**config.mk**
```make
export PLATFORM = sky130hd
export DESIGN_NAME = sconfig_tx
export DESIGN_NICKNAME = d
export VERILOG_FILES = /design/src/rtl/sconfig_tx.sv
export SDC_FILE = /design/constraint.sdc
export NUM_CORES = 1
export LEC_CHECK = 0
export ABC_AREA = 1
export BUFFER_PORTS_ARGS = -buffer_cell sky130_fd_sc_hd__buf_2
export CAP_MARGIN = 20
export CORE_UTILIZATION = 25
export CTS_CLUSTER_SIZE = 12
export DETAILED_ROUTE_END_ITERATION = 7
export GPL_ROUTABILITY_DRIVEN = 0
export PLACE_DENSITY = 0.39
export RECOVER_POWER = 100
export SYNTH_ARGS = -nofsm -noshare
export SYNTH_HDL_FRONTEND = slang
export SYNTH_SLANG_ARGS = --single-unit
```
**constraint.sdc**
```tcl
create_clock -name i_clk -period 2.96 [get_ports i_clk]
set_input_delay 0.148 -clock i_clk [delete_from_list [all_inputs] [get_ports i_clk]]
set_output_delay 0.148 -clock i_clk [all_outputs]
set_load 0.05 [all_outputs]
```
**src/rtl/sconfig_tx.sv**
```systemverilog
// -----------------------------------------------------------------------------
// sconfig_tx
//
// Serial configuration transmitter for the backend startup receiver. On an
// accepted start it latches an N_BITS gain word and shifts it out MSB first on
// the o_sclk/o_sdin pair. After the last bit it waits for the backend's ready
// flag and reports either completion (o_done pulse) or a timeout (sticky
// o_timeout).
//
// Every output is a flop. Each next value is decided in the same cycle as the
// state transition, so there is no combinational path from any input to any
// output.
//
// Parameters
//   N_BITS         frame length in bits (gain word {gainA1[2:0],gainA2[1:0]})
//   DIV            i_clk cycles per sclk half-period, 2..255
//   READY_TIMEOUT  i_clk cycles to wait for i_ready after the last bit, 1..65535
//
// Ports
//   i_clk        system clock; all logic runs on the rising edge
//   i_resetbAll  asynchronous active-low reset
//   i_start      frame request; only sampled in IDLE
//   i_data       word to send; latched when i_start is accepted
//   i_ready      backend ready flag, synchronous to i_clk
//   o_sclk       serial clock; idles low
//   o_sdin       serial data; changes only while o_sclk is low
//   o_busy       high while a frame or the ready wait is in progress
//   o_done       one-cycle pulse: i_ready seen before the timeout
//   o_timeout    sticky timeout flag; cleared by the next accepted i_start
//   o_dbg_state  current FSM state, for debug and checker binding
//
// Handshake: i_start is a level request. It is accepted only on a rising edge
// where the FSM is in IDLE. While a frame is running, i_start is ignored and
// nothing is queued. i_ready is only looked at in WAIT_RDY.
// -----------------------------------------------------------------------------
module sconfig_tx #(
    parameter int N_BITS        = 5,
    parameter int DIV           = 4,
    parameter int READY_TIMEOUT = 255
) (
    input  logic              i_clk,
    input  logic              i_resetbAll,
    input  logic              i_start,
    input  logic [N_BITS-1:0] i_data,
    input  logic              i_ready,
    output logic              o_sclk,
    output logic              o_sdin,
    output logic              o_busy,
    output logic              o_done,
    output logic              o_timeout,
    output logic [2:0]        o_dbg_state
);

    localparam int DCW = $clog2(DIV + 1);
    localparam int BCW = $clog2(N_BITS + 1);

    // Terminal counts. Each counter starts at zero on entry to its phase, so
    // the phase ends when the counter reaches length-1.
    localparam logic [DCW-1:0] DIV_LAST = DCW'(DIV - 1);
    localparam logic [BCW-1:0] BIT_LAST = BCW'(N_BITS - 1);
    localparam logic [15:0]    TMO_LAST = 16'(READY_TIMEOUT - 1);

    typedef enum logic [2:0] {
        S_IDLE     = 3'd0,
        S_LOW      = 3'd1,
        S_HIGH     = 3'd2,
        S_WAIT_RDY = 3'd3,
        S_DONE     = 3'd4,
        S_FAIL     = 3'd5
    } state_e;

    state_e            state_q, state_d;
    logic [DCW-1:0]    div_cnt_q, div_cnt_d;
    logic [BCW-1:0]    bit_cnt_q, bit_cnt_d;
    logic [N_BITS-1:0] shreg_q, shreg_d;
    logic [15:0]       tmo_cnt_q, tmo_cnt_d;
    logic              sclk_q, sclk_d;
    logic              sdin_q, sdin_d;
    logic              busy_q, busy_d;
    logic              done_q, done_d;
    logic              timeout_q, timeout_d;

    // Shift register after the current bit has gone out. Its MSB is the next
    // bit to present. A plain shift keeps this valid for N_BITS == 1 as well.
    logic [N_BITS-1:0] shreg_next;
    assign shreg_next = shreg_q << 1;

    // -------------------------------------------------------------------------
    // State and output registers
    // -------------------------------------------------------------------------
    always_ff @(posedge i_clk or negedge i_resetbAll) begin
        if (!i_resetbAll) begin
            state_q   <= S_IDLE;
            div_cnt_q <= '0;
            bit_cnt_q <= '0;
            shreg_q   <= '0;
            tmo_cnt_q <= '0;
            sclk_q    <= 1'b0;
            sdin_q    <= 1'b0;
            busy_q    <= 1'b0;
            done_q    <= 1'b0;
            timeout_q <= 1'b0;
        end else begin
            state_q   <= state_d;
            div_cnt_q <= div_cnt_d;
            bit_cnt_q <= bit_cnt_d;
            shreg_q   <= shreg_d;
            tmo_cnt_q <= tmo_cnt_d;
            sclk_q    <= sclk_d;
            sdin_q    <= sdin_d;
            busy_q    <= busy_d;
            done_q    <= done_d;
            timeout_q <= timeout_d;
        end
    end

    // -------------------------------------------------------------------------
    // Next state and next registered outputs
    // -------------------------------------------------------------------------
    always_comb begin
        state_d   = state_q;
        div_cnt_d = div_cnt_q;
        bit_cnt_d = bit_cnt_q;
        shreg_d   = shreg_q;
        tmo_cnt_d = tmo_cnt_q;
        sclk_d    = sclk_q;
        sdin_d    = sdin_q;
        busy_d    = busy_q;
        done_d    = 1'b0;
        timeout_d = timeout_q;

        unique case (state_q)
            S_IDLE: begin
                if (i_start) begin
                    state_d   = S_LOW;
                    shreg_d   = i_data;
                    sdin_d    = i_data[N_BITS-1];
                    sclk_d    = 1'b0;
                    busy_d    = 1'b1;
                    timeout_d = 1'b0;
                    div_cnt_d = '0;
                    bit_cnt_d = '0;
                end
            end

            S_LOW: begin
                // The data bit was set up on entry to LOW. Only the clock
                // changes at the end of this phase, so sdin never moves on a
                // rising sclk edge.
                if (div_cnt_q == DIV_LAST) begin
                    state_d   = S_HIGH;
                    sclk_d    = 1'b1;
                    div_cnt_d = '0;
                end else begin
                    div_cnt_d = div_cnt_q + DCW'(1);
                end
            end

            S_HIGH: begin
                if (div_cnt_q == DIV_LAST) begin
                    sclk_d    = 1'b0;
                    div_cnt_d = '0;
                    shreg_d   = shreg_next;
                    bit_cnt_d = bit_cnt_q + BCW'(1);
                    if (bit_cnt_q == BIT_LAST) begin
                        // Last falling edge: park the data line low and start
                        // the ready wait.
                        state_d   = S_WAIT_RDY;
                        sdin_d    = 1'b0;
                        tmo_cnt_d = '0;
                    end else begin
                        // The next bit goes out together with the falling edge.
                        state_d = S_LOW;
                        sdin_d  = shreg_next[N_BITS-1];
                    end
                end else begin
                    div_cnt_d = div_cnt_q + DCW'(1);
                end
            end

            S_WAIT_RDY: begin
                // i_ready wins over an expiring timeout in the same cycle.
                if (i_ready) begin
                    state_d = S_DONE;
                    done_d  = 1'b1;
                    busy_d  = 1'b0;
                end else if (tmo_cnt_q == TMO_LAST) begin
                    state_d   = S_FAIL;
                    timeout_d = 1'b1;
                    busy_d    = 1'b0;
                end else begin
                    tmo_cnt_d = tmo_cnt_q + 16'd1;
                end
            end

            S_DONE: begin
                state_d = S_IDLE;
            end

            S_FAIL: begin
                state_d = S_IDLE;
            end

            default: begin
                state_d = S_IDLE;
            end
        endcase
    end

    assign o_sclk      = sclk_q;
    assign o_sdin      = sdin_q;
    assign o_busy      = busy_q;
    assign o_done      = done_q;
    assign o_timeout   = timeout_q;
    assign o_dbg_state = state_q;

endmodule

```
==> run summary <==
The post-synthesis cell area came out at 2030 um2. Data arrives at the worst endpoint at 2140 ps. The start-to-end type of the worst setup path is reg -> reg. The vertical die dimension came out at 92.0 um. The share of the core filled with cells in the final layout came out at 0.285. Measured against its own limit, the worst slew margin works out to 0.467.

The count of vias placed by the detailed router came out at 1604. The mean routed wirelength per cell came out at 11.7 um. The clock passes through at most 2 buffers. The number of placement rows is 32. Among all stages on the critical path, the largest delay is contributed by sky130_fd_sc_hd__dfrtp_1.

The worst-skew pair later-pin latency came out at 290 ps. The register area share after synthesis came out at 0.420. The synthesis-stage register bit count came out at 34. Compared with the post-synthesis result, the final layout area differs by 9.20%. The final count of hold timing violations was 0. The first-pass iteration count of the detailed router is 4.

The post-place setup slack came out at 1240 ps. The cell sitting at the root of the clock tree is a sky130_fd_sc_hd__clkbuf_8. The cell family contributing the most delay on the critical path is simple AND/OR/NAND/NOR gates. The number of antenna violations at the first check in global routing came out at 0. During synthesis, Yosys emitted a total of 0 warnings.

The worst-case vdd ir drop came out at 329 uV. Detailed placement finished with a half-perimeter wire length of 3290 um. After technology mapping, the gate count stands at 250. The number of distinct library cells after synthesis is 29. The die covers 8470 um2.

The final worst-path setup slack came out at 1020 ps. The total routed wirelength came out at 4390 um. Clock tree synthesis found a total of 34 sinks. The synthesized area per cell is 8.10 um2.

The maximum fanout along the worst path came out at 12. Setup violations remaining at the end of the flow were counted as 0. The worst clock skew is 6.02 ps. The placed instance area came out at 2200 um2. Counting the fill cells in the layout gives 888. The number of hold buffers added after CTS came out at 1. In this run the horizontal extent of the chip is 92.0 um. The TritonCTS clock tree is done. For this block, the initial DRC count from the detailed router was 57.

For the worst setup path, the data required time is 3170 ps. The final critical delay including setup and external delays is 1940 ps. The worst path buffer plus inverter count came out at 1. In this run the most critical hold path is launched from i_data[0]. The post-synth net total is 264. The tool flagged a number of max-cap violations equal to 0. The total DRC errors in the routed layout is 0. The pin count of the biggest net entering global routing came out at 35. After clock tree synthesis, the clock-pin slew on the worst setup and hold paths is 70 ps. After routing, the total negative slack on setup checks comes to 0 ps.

The via count normalized by instance count came out at 4.29. After layout, the design draws a total of 1.73 mW. In this design, the critical path's most frequently occurring cell is sky130_fd_sc_hd__nand2_1.

The number of nets in the finished design came out at 285. The total setup buffers inserted after CTS came out at 0. The kind of end point of the critical path is a flip-flop.

The final antenna-violating net count came out at 0. The number of antenna repair diodes came out at 0. The total I/O pin count is 17.

The number of buffers added on ports came out at 16. The post-layout instance area is 2210 um2. The critical path goes through nand2_1 > nor2_1 > nand2_1 > nand3_1 > nor2_1 > nand2_1 > inv_1 > o21ai_0. For this run, the top clock speed supported by timing is 517 MHz. In this run the worst hold path is classified as in -> reg. Of the cells placed in the final design, the portion with a size suffix greater than 1 is 0.129.

The largest single stage delay on the critical path is 430 ps. The core area is 7770 um2. The beginning of the worst register-to-register path is o_dbg_state[1]. The residual overflow from global routing came out at 0. The wire length of the first global-routing pass is 7670 um.

The leakage power figure is 1.02 nW. The max-slew violation count came out at 0. Setup repair after global routing left no endpoint under its margin. The run finished with clean final reports. Tracing the worst setup path back leads to its startpoint at o_dbg_state[1]. The total CTS buffers came out at 5.

The power density over the cells is 782 nW/um2. The via count of the first global-routing pass is 1577. The final cycle utilization of the critical path is 0.654. The area of combinational cells with multiple inputs is 933 um2. The count of instances resized after the clock tree is built came out at 0.

The worst setup path is launched from a flip-flop. The all-layer global routing usage is 0.117. The register area came out at 851 um2. The initial standard-cell utilization of the core came out at 0.261.

In this run the number of H-tree levels came out at 2. At the pin with the least slew margin, the transition time is 800 ps.
==> layer usage <==
layer  vias up  track usage  wire length (um)
li1        839            -                 -
met1       739        0.161              2320
met2        19        0.176              1880
met3         7       0.0249               103
met4         0       0.0469                82
met5         -            0                 0
==> kinds of logic after synthesis <==
logic type | count (synthesis) | synth area share
mux | 1 | 0.00556
xor+xnor | 10 | 0.0432
fa+ha+maj | 5 | 0.0309
buf+inv | 37 | 0.0821
simple gates | 136 | 0.327
compound gates | 27 | 0.0914
flops | 34 | 0.420
==> synthesized netlist by cell type <==
master                     instances  area share
sky130_fd_sc_hd__o21ai_1           5       0.012
sky130_fd_sc_hd__o31ai_1           1      0.0037
sky130_fd_sc_hd__nand3_1          21       0.052
sky130_fd_sc_hd__o21ai_0           3      0.0074
sky130_fd_sc_hd__inv_4             1      0.0031
sky130_fd_sc_hd__inv_1            28       0.052
sky130_fd_sc_hd__buf_6             1      0.0056
sky130_fd_sc_hd__nand4_1           4       0.012
sky130_fd_sc_hd__nor3_1            3      0.0074
sky130_fd_sc_hd__o21ai_2          10       0.043
sky130_fd_sc_hd__xor2_1            7       0.030
sky130_fd_sc_hd__a21oi_1           5       0.012
sky130_fd_sc_hd__a22o_1            2      0.0086
sky130_fd_sc_hd__ha_1              5       0.031
sky130_fd_sc_hd__nor2_4            5       0.028
sky130_fd_sc_hd__inv_2             5      0.0093
sky130_fd_sc_hd__xnor2_1           3       0.013
sky130_fd_sc_hd__dfrtp_1          34        0.42
sky130_fd_sc_hd__nand2_4           2       0.011
sky130_fd_sc_hd__nand2_2           8       0.025
sky130_fd_sc_hd__nor2_2            3      0.0093
sky130_fd_sc_hd__mux2_2            1      0.0056
sky130_fd_sc_hd__nor3_2            4       0.020
sky130_fd_sc_hd__nand3_2           1      0.0049
sky130_fd_sc_hd__buf_2             1      0.0025
sky130_fd_sc_hd__nand2_1          57        0.11
sky130_fd_sc_hd__buf_12            1      0.0099
sky130_fd_sc_hd__nor2_1           28       0.052
sky130_fd_sc_hd__o211ai_1          1      0.0037
==> worst paths after layout <==
| check | to | slack (ps) | cells after the start |
|---|---|---|---|
| hold / removal | shreg_q[0] | 90 | 2 |
| hold reg to reg | o_busy | 480 | 2 |
| setup / recovery | tmo_cnt_q[15] | 1020 | 8 |
| setup reg to reg | tmo_cnt_q[15] | 1020 | 8 |
| min in group asynchronous | tmo_cnt_q[6] | 480 | 2 |
| max in group asynchronous | shreg_q[2] | 1970 | 2 |
==> per-stage QoR <==
| step | cells | hold WS [ps] |
|---|---|---|
| 6_report | 374 | 90.1 |
| 5_1_grt | 374 | 85.9 |
| 4_1_cts | 374 | 84.1 |
| 3_5_place_dp | 365 | 295 |
| 3_3_place_gp | 365 | 289 |
| 2_1_floorplan | 250 | -148 |
==> cell type report <==
cell class	count	area share
Timing Repair Buffer	17	0.0362
Clock inverter	1	0.00226
Inverter	34	0.0583
Sequential cell	34	0.385
Clock buffer	7	0.0390
Tap cell	102	0.0577
Multi-Input combinational cell	179	0.422
==> sequential cells by signal, summed over array words and instances (netlist names) <==
name / cells
div_cnt_q: 3
tmo_cnt_q: 16
bit_cnt_q: 3
shreg_q: 4
o_sdin: 1
o_done: 1
o_sclk: 1
o_busy: 1
o_timeout: 1
o_dbg_state: 3
==> where the power goes <==
group	internal [mW]	switching (mW)	total, mW
Combinational	0.193	0.529	0.722
Sequential	0.569	0.0742	0.643
Clock	0.188	0.177	0.365
Total	0.950	0.781	1.73
==> cell usage in the layout (no fill, tap or decap) <==
| cell type | netlist | final |
|---|---|---|
| sky130_fd_sc_hd__nand2_1 | 57 | 64 |
| sky130_fd_sc_hd__dfrtp_1 | 34 | 34 |
| sky130_fd_sc_hd__nor2_1 | 28 | 31 |
| sky130_fd_sc_hd__inv_1 | 28 | 30 |
| sky130_fd_sc_hd__nand3_1 | 21 | 21 |
| sky130_fd_sc_hd__o21ai_0 | 3 | 16 |
| sky130_fd_sc_hd__clkbuf_1 | 0 | 9 |
| sky130_fd_sc_hd__buf_2 | 1 | 8 |
| sky130_fd_sc_hd__xor2_1 | 7 | 7 |
| sky130_fd_sc_hd__clkbuf_8 | 0 | 6 |
| sky130_fd_sc_hd__a21oi_1 | 5 | 5 |
| sky130_fd_sc_hd__ha_1 | 5 | 5 |
| sky130_fd_sc_hd__nor3_2 | 4 | 4 |
| sky130_fd_sc_hd__nand4_1 | 4 | 4 |
| sky130_fd_sc_hd__xnor2_1 | 3 | 3 |
| sky130_fd_sc_hd__inv_2 | 5 | 3 |
| sky130_fd_sc_hd__nand2_2 | 8 | 3 |
| sky130_fd_sc_hd__nor2_4 | 5 | 3 |
| sky130_fd_sc_hd__nor3_1 | 3 | 3 |
| sky130_fd_sc_hd__nor2_2 | 3 | 2 |
| sky130_fd_sc_hd__o21ai_2 | 10 | 2 |
| sky130_fd_sc_hd__a22o_1 | 2 | 2 |
| sky130_fd_sc_hd__o31ai_1 | 1 | 1 |
| sky130_fd_sc_hd__clkinvlp_2 | 0 | 1 |
| sky130_fd_sc_hd__o211ai_1 | 1 | 1 |
| sky130_fd_sc_hd__mux2_2 | 1 | 1 |
| sky130_fd_sc_hd__nand3_2 | 1 | 1 |
| sky130_fd_sc_hd__clkinv_2 | 0 | 1 |
| sky130_fd_sc_hd__dlygate4sd3_1 | 0 | 1 |
Power figures use the tool's default switching activity.
